===== src/rtl/bounding_box_accumulator.sv =====
// Per-axis signed min/max and saturating point count over a cluster ending at in_last.
// Result is valid the cycle after the in_last point is accepted; intake stalls until the result is taken.
module bounding_box_accumulator #(
    parameter int COUNT_W = 16
) (
    input  logic               clk,
    input  logic               rst,
    input  logic               in_valid,
    output logic               in_ready,
    input  logic [31:0]        in_x,
    input  logic [31:0]        in_y,
    input  logic [31:0]        in_z,
    input  logic               in_last,
    output logic [31:0]        min_x,
    output logic [31:0]        min_y,
    output logic [31:0]        min_z,
    output logic [31:0]        max_x,
    output logic [31:0]        max_y,
    output logic [31:0]        max_z,
    output logic [COUNT_W-1:0] point_count,
    output logic               out_valid,
    input  logic               out_ready
);

    typedef enum logic [1:0] {IDLE, ACCUM, DONE} state_t;

    state_t state;
    logic   take_pt;
    logic   give_res;

    assign take_pt  = in_valid && in_ready;
    assign give_res = out_valid && out_ready;

    always_ff @(posedge clk or posedge rst) begin
        if (rst) begin
            state       <= IDLE;
            in_ready    <= 1'b1;
            out_valid   <= 1'b0;
            min_x       <= '0;
            min_y       <= '0;
            min_z       <= '0;
            max_x       <= '0;
            max_y       <= '0;
            max_z       <= '0;
            point_count <= '0;
        end else begin
            case (state)
                IDLE: begin
                    if (take_pt) begin
                        min_x       <= in_x;
                        min_y       <= in_y;
                        min_z       <= in_z;
                        max_x       <= in_x;
                        max_y       <= in_y;
                        max_z       <= in_z;
                        point_count <= COUNT_W'(1);
                        if (in_last) begin
                            state     <= DONE;
                            in_ready  <= 1'b0;
                            out_valid <= 1'b1;
                        end else begin
                            state <= ACCUM;
                        end
                    end
                end
                ACCUM: begin
                    if (take_pt) begin
                        if ($signed(in_x) < $signed(min_x)) min_x <= in_x;
                        if ($signed(in_y) < $signed(min_y)) min_y <= in_y;
                        if ($signed(in_z) < $signed(min_z)) min_z <= in_z;
                        if ($signed(in_x) > $signed(max_x)) max_x <= in_x;
                        if ($signed(in_y) > $signed(max_y)) max_y <= in_y;
                        if ($signed(in_z) > $signed(max_z)) max_z <= in_z;
                        // Count pins at all-ones; extents keep tracking every point.
                        if (point_count != {COUNT_W{1'b1}}) begin
                            point_count <= point_count + COUNT_W'(1);
                        end
                        if (in_last) begin
                            state     <= DONE;
                            in_ready  <= 1'b0;
                            out_valid <= 1'b1;
                        end
                    end
                end
                DONE: begin
                    if (give_res) begin
                        state     <= IDLE;
                        in_ready  <= 1'b1;
                        out_valid <= 1'b0;
                    end
                end
                default: begin
                    state     <= IDLE;
                    in_ready  <= 1'b1;
                    out_valid <= 1'b0;
                end
            endcase
        end
    end

endmodule


===== config.mk =====
export PLATFORM = sky130hd
export DESIGN_NAME = bounding_box_accumulator
export DESIGN_NICKNAME = d
export VERILOG_FILES = /design/src/rtl/bounding_box_accumulator.sv
export SDC_FILE = /design/constraint.sdc
export NUM_CORES = 1
export LEC_CHECK = 0
export ABC_AREA = 1
export ABC_CLOCK_PERIOD_IN_PS = 10600
export CORE_MARGIN = 8
export CORE_UTILIZATION = 52
export DETAILED_ROUTE_END_ITERATION = 8
export MAX_ROUTING_LAYER = met4
export PLACE_DENSITY = 0.82
export SKIP_LAST_GASP = 1
export SYNTH_ARGS = -nofsm -noshare
export SYNTH_HDL_FRONTEND = slang
export SYNTH_SLANG_ARGS = --single-unit

===== constraint.sdc =====
create_clock -name clk -period 10.6 [get_ports clk]
set_input_delay 2.65 -clock clk [delete_from_list [all_inputs] [get_ports clk]]
set_output_delay 2.65 -clock clk [all_outputs]
set_load 0.02 [all_outputs]

==> key figures, run 1 <==
Run status
  • Outcome: complete, no violations

Timing
  • Fmax: roughly 0.18 GHz
  • Setup TNS: 0 ps
  • Max Slew Vio Count: 0
  • RSZ-0062 raised after global routing: no
  • Max-slew headroom: 0.3100
  • Fin crit period: 5554 ps
  • Slew @ Worst Pin: 1035 ps
  • Final setup fails: 0
  • Clk_skew: 6.195 ps
  • Final Hold Vio Count: 0
  • Final Cycle Share: 0.5239

GRT
  • Vias in the first global route: between 10,000 and 15,000
  • Tot GR Track Use: 0.2601
  • Largest net degree at the start of global routing: roughly 140
  • First-pass GRT wire length: ~66,000 um
  • Grt total ovfl: 0
  • Initial antenna violation count: 0

Run
  • # Max-Cap Violations: 0

Drt
  • Via count: 13,180
  • WL met1: 16,730 um
  • DR pass1 iterations: 5
  • 1st-iter DRT viols: 913
  • Met2 routed WL: 19,350 um
  • # DRC: 0
  • Routed WL per cell: 16.83 um
  • WL met3: roughly 3300 um
  • ANT nets after route: 0
  • Vias per cell: 5.403
  • Post-Route WL: 41,050 um
  • Max layer used: met4

Placed design
  • Post-DP HPWL: 29,800 um
  • # port buffers: 310
  • RD Place Congestion: roughly 0.85
  • Cells after DPL: 2,400

Setup path
  • Reg-to-reg endpoint: min_z[12]$_DFFE_PP0P_
  • Worst reg2reg path startpoint: min_z[5]$_DFFE_PP0P_
  • Reg2Reg Setup Slack: between 7000 and 8000 ps
  • Critical path arrival: 6010 ps
  • Crit start category: input port
  • Critical path launch point: in_z[5]
  • Crit path capture type: flip-flop
  • Worst R2R Path Depth: 15
  • Worst setup path end: min_z[12]$_DFFE_PP0P_
  • Critical Setup Path Class: in -> reg
  • Required time worst endpoint: about 11,000 ps
  • Crit path max fanout: 33

Pwr
  • Total power: ~5.3 mW
  • Leak: 9.259 nW
  • Power per cell area: 298.4 mW/mm^2
  • VDD IR-drop max: 0.0001927 V

Final layout
  • Register Area: 0.005306 mm^2
  • Non-filler cells, final: 2,439
  • ANT cells: 0
  • Area growth, synth to finish: 28.33%
  • Multi-input gate area: 0.007156 mm^2
  • Layout cells sized above 1: 0.03327
  • Final core occ: 0.6807
  • Fin nets: 2,382
  • Fill count: 2,096

Floorplan
  • Die X: 179.0 um
  • Num ports: 311
  • Chip height: 179.0 um
  • FP Rows: 59
  • Die Area: roughly 0.032 mm^2
  • Initial Util: 0.5304
  • Core box area: 0.02606 mm^2

Synth
  • Seq/Total Area, Yosys: 0.3839
  • Syn Area/Cell: 7.636 um^2
  • Post-synth ARST share: 1.000
  • Mapped Cells: about 1,800
  • Syn. warnings: 0
  • EDFF count, synth: 0
  • Net Count, Synth: 2,101
  • Post-Syn Area: approximately 0.014 mm^2
  • Post-synth top flop: dfrtp_1
  • Yosys reg bits: 212
  • Synth unique cells: 35

Clock tree
  • Clock buffer depth: 3
  • Cts repair resizes: 0
  • CTS Sinks: 212
  • Worst skew pair latency: 520 ps
  • H-tree levels: 1
  • Setup bufs post-CTS: 0
  • Clock buffer count from CTS: 24
  • CTS tree: yes
  • CTS Hold Buffers Added: 0
  • Root Driver: clkbuf_16
  • Clk pin slew, worst setup/hold paths: 60 ps

Min path
  • Hold Path Class: reg -> reg
  • Hold path start: max_y[14]$_DFFE_PP0P_
[critical path, cell delays in order]
cell	delay, ps
clkdlybuf4s50_1	490
ha_1	340
a21oi_1	150
nor2_1	50
nor3_1	130
nand2_1	110
nand2_1	70
nand2_1	50
nand2_1	80
nand2_1	50
nand2_1	70
nand3_2	600
nand2_2	880
nand2_1	160
nand2_1	100
[area by class of cell]
type	count	share of cell area
Timing Repair Buffer	313	0.1762
Clock inverter	6	0.003104
Multi-Input combinational cell	1278	0.4034
Inverter	262	0.05586
Sequential cell	212	0.2991
Clock buffer	33	0.03865
Tap cell	335	0.02363
[report_power, final]
group / internal, mW / switching [mW] / total, mW
registers: 1.17 / 0.347 / 1.52
clock network: 0.471 / 0.332 / 0.803
logic: 1.20 / 1.77 / 2.97
total: 2.85 / 2.44 / 5.29
[cell families (layout without fill, tap and decap cells)]
family	Yosys count	after routing	synth area share
buf+inv	320	614	0.09840
fa+ha+maj	190	190	0.1720
simple gates	945	945	0.2896
compound gates	140	140	0.05422
flops	212	212	0.3839
xor+xnor	3	3	0.001901
[per-stage QoR]
| step | hold WS, ps | setup WS [ps] | instance area (um^2) |
|---|---|---|---|
| final | 496.2 | 5046 | 17740 |
| after global routing | 517.2 | 4756 | 17740 |
| after CTS | 498.8 | 5119 | 17740 |
| after detailed placement | 483.7 | 4593 | 17000 |
| after global placement | 476.5 | 4689 | 17000 |
| after floorplan | 525.2 | 2157 | 13820 |
[cell usage in the layout (no fill, tap or decap)]
cell / instances
inv_8: 1
nor4_1: 2
o21bai_1: 1
o21ai_0: 26
nor3_1: 12
clkinv_2: 5
inv_1: 255
clkbuf_16: 25
a31oi_1: 1
buf_4: 3
o211ai_1: 1
nand3_1: 216
nand4_1: 15
clkbuf_8: 3
bufinv_16: 1
inv_2: 6
nor2_2: 5
nand3_2: 3
nand2_1: 617
o31ai_1: 2
nor2_1: 56
nor3_2: 2
nor2_8: 1
nand2_2: 8
clkbuf_1: 5
a21o_1: 3
clkdlybuf4s50_1: 310
xor2_1: 3
dfrtp_1: 211
o21a_1: 9
nand2_4: 5
dfstp_2: 1
and3_1: 1
o21ai_1: 2
nand3b_1: 2
ha_1: 190
a21oi_1: 94
a211oi_2: 1
[cells in the mapped netlist, types with 15 or more instances]
cell type,n,share of area
a21oi_1,94,0.034
buf_2,19,0.0069
buf_6,16,0.013
clkbuf_1,18,0.0049
dfrtp_1,211,0.38
ha_1,190,0.17
inv_1,256,0.070
nand2_1,617,0.17
nand3_1,216,0.078
nand4_1,15,0.0068
nor2_1,56,0.015
o21ai_0,26,0.0094
[metal layers]
layer  up-vias  GRT usage
met3        97    0.04676
met5         -          -
met2       494     0.4294
met4         0     0.1071
met1      6245     0.3106
li1       6343          -
[how the worst min path moves through the flow]
stage                                       end  slack (ps)  cells after the start
final                     max_y[14]$_DFFE_PP0P_         500                      2
after global routing       min_z[4]$_DFFE_PP0P_         520                      2
after CTS                 max_x[23]$_DFFE_PP0P_         500                      2
after detailed placement   max_x[5]$_DFFE_PP0P_         480                      2
after global placement     min_z[6]$_DFFE_PP0P_         480                      2
after floorplan            in_ready$_DFFE_PP1P_         530                      2
[registers in the layout, summed over array words and instances, names as in the netlist]
| register | count |
|---|---|
| min_x | 32 |
| max_y | 32 |
| state | 2 |
| min_y | 32 |
| min_z | 32 |
| out_valid | 1 |
| point_count | 16 |
| max_x | 32 |
| in_ready | 1 |
| max_z | 32 |
No activity file was read; power rests on OpenSTA's default activity.
==> run 2, diff against run 1 <==
ABC_CLOCK_PERIOD_IN_PS = 4730   (was 10600)
CORE_UTILIZATION = 47   (was 52)
PLACE_DENSITY = 0.78   (was 0.82)
clock period = 4.73 ns   (was 10.6 ns; I/O delays follow)
==> run 2 against run 1 <==
Global-route usage down 2.1 points. First-iteration DRC count up 9.6%. Flip-flop and latch count unchanged. Clock skew up 15 ps. Setup slack worse by 3600 ps. Count of clock-buffer cells in the layout up 4. Highest routed layer unchanged. Combinational power up 130%. Largest cell class unchanged. Non-clock buffer count up 9.
==> key figures, run 2 (synthesis results as in run 1) <==
Run status
  • Outcome: complete, no violations (unchanged)

Timing
  • Clk_skew: 21.30 ps (was 6.195 ps)
  • RSZ-0062 raised after global routing: no (unchanged)
  • Max Slew Vio Count: 0 (unchanged)
  • Final Cycle Share: 0.6992
  • Fmax: 0.3024 GHz
  • Final Hold Vio Count: 0 (unchanged)
  • Final setup fails: 0 (unchanged)
  • Fin crit period: 3307 ps
  • Slew @ Worst Pin: 726.9 ps (was 1035 ps)
  • Setup TNS: 0 ps (unchanged)
  • Max-slew headroom: 0.5137 (was 0.3100)

Floorplan
  • FP Rows: 62 (was 59)
  • Num ports: 311 (unchanged)
  • Initial Util: 0.4790 (was 0.5304)
  • Die X: 187.5 um (was 179.0 um)
  • Core box area: 0.02886 mm^2 (was 0.02606 mm^2)
  • Chip height: 187.5 um (was 179.0 um)
  • Die Area: 0.03515 mm^2 (was 0.03205 mm^2)

Setup path
  • Worst path slowest cell: nand2_2 (unchanged)
  • Critical path, cell by cell: clkdlybuf4s50_1 > ha_1 > a21oi_1 > o21ai_0 > nand2_1 > nand3_1 > a21oi_1 > nand2_1 > nand2_1 > nand3_2 > nand2_2 > nand2_1 > nand2_1 (was clkdlybuf4s50_1 > ha_1 > a21oi_1 > nor2_1 > nor3_1 > nand2_1 > nand2_1 > nand2_1 > nand2_1 > nand2_1 > nand2_1 > nand3_2 > nand2_2 > nand2_1 > nand2_1)
  • Crit path capture type: flip-flop (unchanged)
  • Worst R2R Path Depth: 13 (was 15)
  • Crit start category: input port (unchanged)
  • Critical Setup Path Class: in -> reg (unchanged)
  • Critical path arrival: 3780 ps (was 6010 ps)
  • Crit path max fanout: 32 (was 33)
  • Worst path max stage delay: 560 ps (was 880 ps)
  • Most used cell, CP: nand2_1 (unchanged)
  • Required time worst endpoint: 5210 ps (was 11,050 ps)

Run
  • # Max-Cap Violations: 0 (unchanged)

GRT
  • Initial antenna violation count: 3 (was 0)
  • Grt total ovfl: 0 (unchanged)
  • First-pass GRT wire length: 68,450 um (was 66,490 um)
  • Tot GR Track Use: 0.2391 (was 0.2601)
  • Vias in the first global route: 13,400 (was 13,380)
  • Largest net degree at the start of global routing: 111 (was 135)

Final layout
  • Fin nets: 2,392 (was 2,382)
  • Area growth, synth to finish: 30.03% (was 28.33%)
  • Register Area: 0.005306 mm^2 (unchanged)
  • Layout cells sized above 1: 0.03686 (was 0.03327)
  • Commonest non-fill, non-tap cell in the layout: nand2_1 (unchanged)
  • Fill count: 2,510 (was 2,096)
  • Multi-input gate area: 0.007156 mm^2 (unchanged)
  • Most frequent cells in the layout: nand2_1, clkdlybuf4s50_1, inv_1 (unchanged)

Min path
  • Hold path depth: 2 (unchanged)
  • Hold Path Class: reg -> reg (unchanged)

Drt
  • Via count: 13,090 (was 13,180)
  • Post-Route WL: 41,750 um (was 41,050 um)
  • 1st-iter DRT viols: 1,001 (was 913)
  • Routed WL per cell: 16.68 um (was 16.83 um)
  • # DRC: 0 (unchanged)
  • ANT nets after route: 0 (unchanged)
  • DR pass1 iterations: 5 (unchanged)
  • Vias per cell: 5.228 (was 5.403)

Placed design
  • RD Place Congestion: 0.8864 (was 0.8532)
  • Post-DP HPWL: 30,920 um (was 29,800 um)
  • # port buffers: 310 (unchanged)

Clock tree
  • Root Driver: clkbuf_16 (unchanged)
  • CTS tree: yes (unchanged)
  • Worst skew pair latency: 540 ps (was 520 ps)
  • CTS Sinks: 212 (unchanged)
  • CTS Hold Buffers Added: 0 (unchanged)
  • Clock buffer depth: 3 (unchanged)
  • Clock buffer count from CTS: 25 (was 24)
  • Cts repair resizes: 0 (unchanged)
  • Clk pin slew, worst setup/hold paths: 60 ps (about the same)
  • Setup bufs post-CTS: 0 (unchanged)
  • H-tree levels: 1 (unchanged)

Pwr
  • Leak: 9.329 nW (was 9.259 nW)
  • Power per cell area: 670.6 mW/mm^2 (was 298.4 mW/mm^2)
  • VDD IR-drop max: 0.0004024 V (was 0.0001927 V)
  • Total power: 12.05 mW (was 5.294 mW)
[run 2: cell type report]
| type | instances | share of cell area |
|---|---|---|
| clock inverters | 5 | 0.005778 |
| multi-input cells | 1278 | 0.3981 |
| well taps | 384 | 0.02673 |
| flip-flops and latches | 212 | 0.2953 |
| repair buffers | 322 | 0.1798 |
| clock buffers | 37 | 0.03899 |
| inverters | 262 | 0.05493 |
| diodes | 3 | 0.0004177 |
[run 2: where the power goes]
| group | internal, mW | switching [mW] | total, mW |
|---|---|---|---|
| clock network | 1.18 | 0.765 | 1.94 |
| logic | 2.75 | 3.95 | 6.70 |
| registers | 2.63 | 0.777 | 3.41 |
| total | 6.56 | 5.49 | 12.1 |
[run 2: per-layer routing]
layer	vias to the layer above	wire [um]	GRT usage
met4	0	1496	0.08606
met2	422	20250	0.4029
li1	6367	-	-
met3	84	2690	0.04249
met5	-	0	-
met1	6212	17310	0.2847
[run 2: final timing paths]
path | slack [ps] | startpoint | end
max | 1420 | in_z[19] | min_z[12]$_DFFE_PP0P_
min | 490 | min_y[27]$_DFFE_PP0P_ | min_y[27]$_DFFE_PP0P_
max reg2reg | 2170 | max_y[31]$_DFFE_PP0P_ | max_y[18]$_DFFE_PP0P_
min reg2reg | 490 | min_y[27]$_DFFE_PP0P_ | min_y[27]$_DFFE_PP0P_
max in group asynchronous | 3020 | rst | max_z[2]$_DFFE_PP0P_
min in group asynchronous | 1170 | rst | min_x[24]$_DFFE_PP0P_
[run 2: through the flow]
step                utilization  hold WS [ps]  instances  cell area, um^2  setup WS (ps)
floorplan                     -         525.2       1810            13830          792.1
global placement         0.5947         480.6       2458            17160           1000
detailed placement       0.5947         483.0       2458            17160          923.9
CTS                      0.6225         495.6       2500            17960           1452
global route             0.6228         516.1       2503            17970           1205
finish                   0.6228         493.7       2503            17970           1423
[run 2: critical path: cells and delay by family]
kind | cells | cell delay (ps)
compound gates | 3 | 540
simple gates | 8 | 1210
fa+ha+maj | 1 | 350
buf+inv | 1 | 490
==> run 3, diff against run 2 <==
ABC_CLOCK_PERIOD_IN_PS = 2900   (was 4730)
clock period = 2.9 ns   (was 4.73 ns; I/O delays follow)
==> run 3 against run 2 <==
Utilization grew 2.0 points. Critical endpoint is now max_z[5]$_DFFE_PP0P_. Clock skew is 3.2 ps lower. Highest routed layer unchanged. Combinational power up 69%. Largest cell class unchanged.
==> key figures, run 3 (synthesis results as in run 1) <==
Pwr
  • Power per cell area: 1073 mW/mm^2 (was 670.6 mW/mm^2)
  • Clock power share: 0.153 (was 0.161)
  • Pint: 10.83 mW (was 6.560 mW)
  • Flop pwr share: 0.281 (was 0.283)
  • Leak: 9.671 nW (was 9.329 nW)
  • Switching pwr: 9.063 mW (was 5.493 mW)
  • Comb pwr share: 0.566 (was 0.556)
  • VDD IR-drop max: 0.0006575 V (was 0.0004024 V)
  • Switch share: 0.4555 (was 0.4557)

Clock tree
  • CTS Hold Buffers Added: 0 (unchanged)
  • Clock buffer count from CTS: 25 (unchanged)
  • Cts repair resizes: 0 (unchanged)
  • Clk pin slew, worst setup/hold paths: 60 ps (about the same)
  • CTS tree: yes (unchanged)
  • CTS Sinks: 212 (unchanged)
  • Setup bufs post-CTS: 0 (unchanged)
  • Clock buffer depth: 3 (unchanged)
  • H-tree levels: 1 (unchanged)
  • Worst skew pair latency: 530 ps (was 540 ps)
  • Root Driver: clkbuf_16 (unchanged)

Placed design
  • Cells after DPL: 2,522 (was 2,458)
  • Post-DP HPWL: 31,790 um (was 30,920 um)
  • Post-Place Setup Slack: -147.9 ps (was 923.9 ps)
  • # port buffers: 310 (unchanged)
  • RD Place Congestion: 0.9029 (was 0.8864)

Timing
  • Fin crit period: 2508 ps
  • Fmax: 0.3988 GHz
  • Setup TNS: 0 ps (unchanged)
  • Final Hold Vio Count: 0 (unchanged)
  • Max-slew headroom: 0.5609 (was 0.5137)
  • Slew @ Worst Pin: 658.6 ps (was 726.9 ps)
  • Final setup fails: 0 (unchanged)
  • Final worst slack: 392.4 ps (was 1423 ps)
  • Max Slew Vio Count: 0 (unchanged)
  • Clk_skew: 18.10 ps (was 21.30 ps)
  • Final Cycle Share: 0.8647
  • RSZ-0062 raised after global routing: no (unchanged)

Setup path
  • Critical path arrival: 2920 ps (was 3780 ps)
  • Reg2Reg Setup Slack: 680 ps (was 2170 ps)
  • Worst R2R Path Depth: 15 (was 13)
  • Critical path, cell by cell: clkdlybuf4s50_1 > ha_1 > nand2_1 > nand2_1 > nand2_1 > nand2_1 > nand2_1 > nand2_1 > nand2_1 > nand2_1 > nand2_1 > nand2_1 > nand2_1 > nand3_1 > nand2_2 > nand2_4 > nand2_1 > nand2_1 (was clkdlybuf4s50_1 > ha_1 > a21oi_1 > o21ai_0 > nand2_1 > nand3_1 > a21oi_1 > nand2_1 > nand2_1 > nand3_2 > nand2_2 > nand2_1 > nand2_1)
  • Worst path max stage delay: 510 ps (was 560 ps)
  • Required time worst endpoint: 3310 ps (was 5210 ps)
  • Most used cell, CP: nand2_1 (unchanged)
  • Worst path slowest cell: clkdlybuf4s50_1 (was nand2_2)
  • Reg-to-reg endpoint: max_z[5]$_DFFE_PP0P_ (was max_y[18]$_DFFE_PP0P_)
  • Crit path capture type: flip-flop (unchanged)
  • Crit start category: input port (unchanged)
  • Crit path max fanout: 32 (unchanged)
  • Worst reg2reg path startpoint: max_z[7]$_DFFE_PP0P_ (was max_y[31]$_DFFE_PP0P_)
  • Critical Setup Path Class: in -> reg (unchanged)

Final layout
  • Fin nets: 2,456 (was 2,392)
  • Non-filler cells, final: 2,565 (was 2,503)
  • Commonest non-fill, non-tap cell in the layout: nand2_1 (unchanged)
  • ANT cells: 0 (was 3)
  • Most frequent cells in the layout: nand2_1, clkdlybuf4s50_1, inv_1 (unchanged)
  • Layout cells sized above 1: 0.06648 (was 0.03686)
  • Area growth, synth to finish: 34.12% (was 30.03%)

Drt
  • DR pass1 iterations: 6 (was 5)
  • 1st-iter DRT viols: 832 (was 1,001)
  • Post-Route WL: 42,100 um (was 41,750 um)
  • # DRC: 0 (unchanged)
  • Vias per cell: 5.218 (was 5.228)
  • Routed WL per cell: 16.41 um (was 16.68 um)
  • Via count: 13,390 (was 13,090)
  • ANT nets after route: 0 (unchanged)

Min path
  • Hold path depth: 2 (unchanged)
  • Hold path start: min_z[15]$_DFFE_PP0P_ (was min_y[27]$_DFFE_PP0P_)
  • Hold Path Class: reg -> reg (unchanged)
  • Hold endpoint: min_z[15]$_DFFE_PP0P_ (was min_y[27]$_DFFE_PP0P_)

Floorplan
  • Core box area: 0.02886 mm^2 (unchanged)
  • Die X: 187.5 um (unchanged)
  • Die Area: 0.03515 mm^2 (unchanged)
  • FP Rows: 62 (unchanged)
  • Num ports: 311 (unchanged)
  • Initial Util: 0.4790 (unchanged)
  • Chip height: 187.5 um (unchanged)

GRT
  • Initial antenna violation count: 0 (was 3)
  • Grt peak-use layer: met2 (unchanged)
  • Met2 Use GR: 0.3965 (was 0.4029)
  • Vias in the first global route: 13,780 (was 13,400)
  • First-pass GRT wire length: 69,540 um (was 68,450 um)
  • Routing usage on met1: 0.2871 (was 0.2847)
  • Largest net degree at the start of global routing: 85 (was 111)
  • Tot GR Track Use: 0.2421 (was 0.2391)
  • Grt total ovfl: 0 (unchanged)
  • GR Layer Usage met3: 0.04249 (unchanged)

Run
  • # Max-Cap Violations: 0 (unchanged)

Run status
  • Outcome: complete, no violations (unchanged)
## run 3: changes by cell type in the layout (fill, tap and decap cells not counted), sizes merged
cell      change
clkinvlp      +2
bufinv        -2
buf          +64
diode         -3
inv           -1
clkinv        +3
clkbuf        -1
## run 3: final cells by class
| class | count | area [um^2] |
|---|---|---|
| multi-input combinational | 1278 | 7156 |
| tap | 384 | 480.5 |
| inverter | 262 | 987.2 |
| fill | 2466 | 10320 |
| sequential | 212 | 5306 |
| clock buffer | 36 | 706.9 |
| timing repair buffer | 386 | 3836 |
| clock inverter | 7 | 65.06 |
## run 3: metrics by stage
| step | util | hold WS (ps) | total power, mW | cell area, um^2 |
|---|---|---|---|---|
| final | 0.6424 | 493.2 | 19.90 | 18540 |
| after global routing | 0.6424 | 490.9 | 21.48 | 18540 |
| after CTS | 0.6424 | 478.9 | 20.01 | 18540 |
| after detailed placement | 0.6156 | 484.8 | 16.87 | 17770 |
| after global placement | 0.6156 | 479.1 | 16.48 | 17770 |
| after floorplan | - | 525.2 | 11.83 | 13830 |
## run 3: worst max path at each step
stage               startpoint                    end  slack (ps)  depth (start not counted)
finish                 in_z[1]   max_z[5]$_DFFE_PP0P_         390                         18
CTS                    in_z[5]   max_z[5]$_DFFE_PP0P_         410                         16
global placement       in_z[5]  max_z[29]$_DFFE_PP0P_         -80                         16
detailed placement     in_z[5]   max_z[5]$_DFFE_PP0P_        -150                         16
global route           in_z[5]  max_z[25]$_DFFE_PP0P_         170                         16
floorplan                  rst   max_x[0]$_DFFE_PP0P_        -580                          1
## run 3: metal layers
| layer | wire length [um] | share of wire |
|---|---|---|
| met5 | 0 | 0 |
| met3 | 2866 | 0.068 |
| met1 | 17380 | 0.41 |
| met2 | 19740 | 0.47 |
| met4 | 2112 | 0.050 |
## run 3: critical path: cells and delay by family
family,cells,cell delay (ps)
and+or+nand+nor,16,1340
adders and majority gates,1,350
buffers and inverters,1,510
## run 3: power groups by stage
| stage | combinational (mW) | sequential, mW | clock (mW) |
|---|---|---|---|
| final | 11.3 | 5.60 | 3.04 |
| after global routing | 12.5 | 5.77 | 3.22 |
| after CTS | 11.3 | 5.58 | 3.08 |
| after detailed placement | 11.3 | 5.60 | 0 |
| after global placement | 10.9 | 5.59 | 0 |
| after floorplan | 4.96 | 6.86 | 0 |
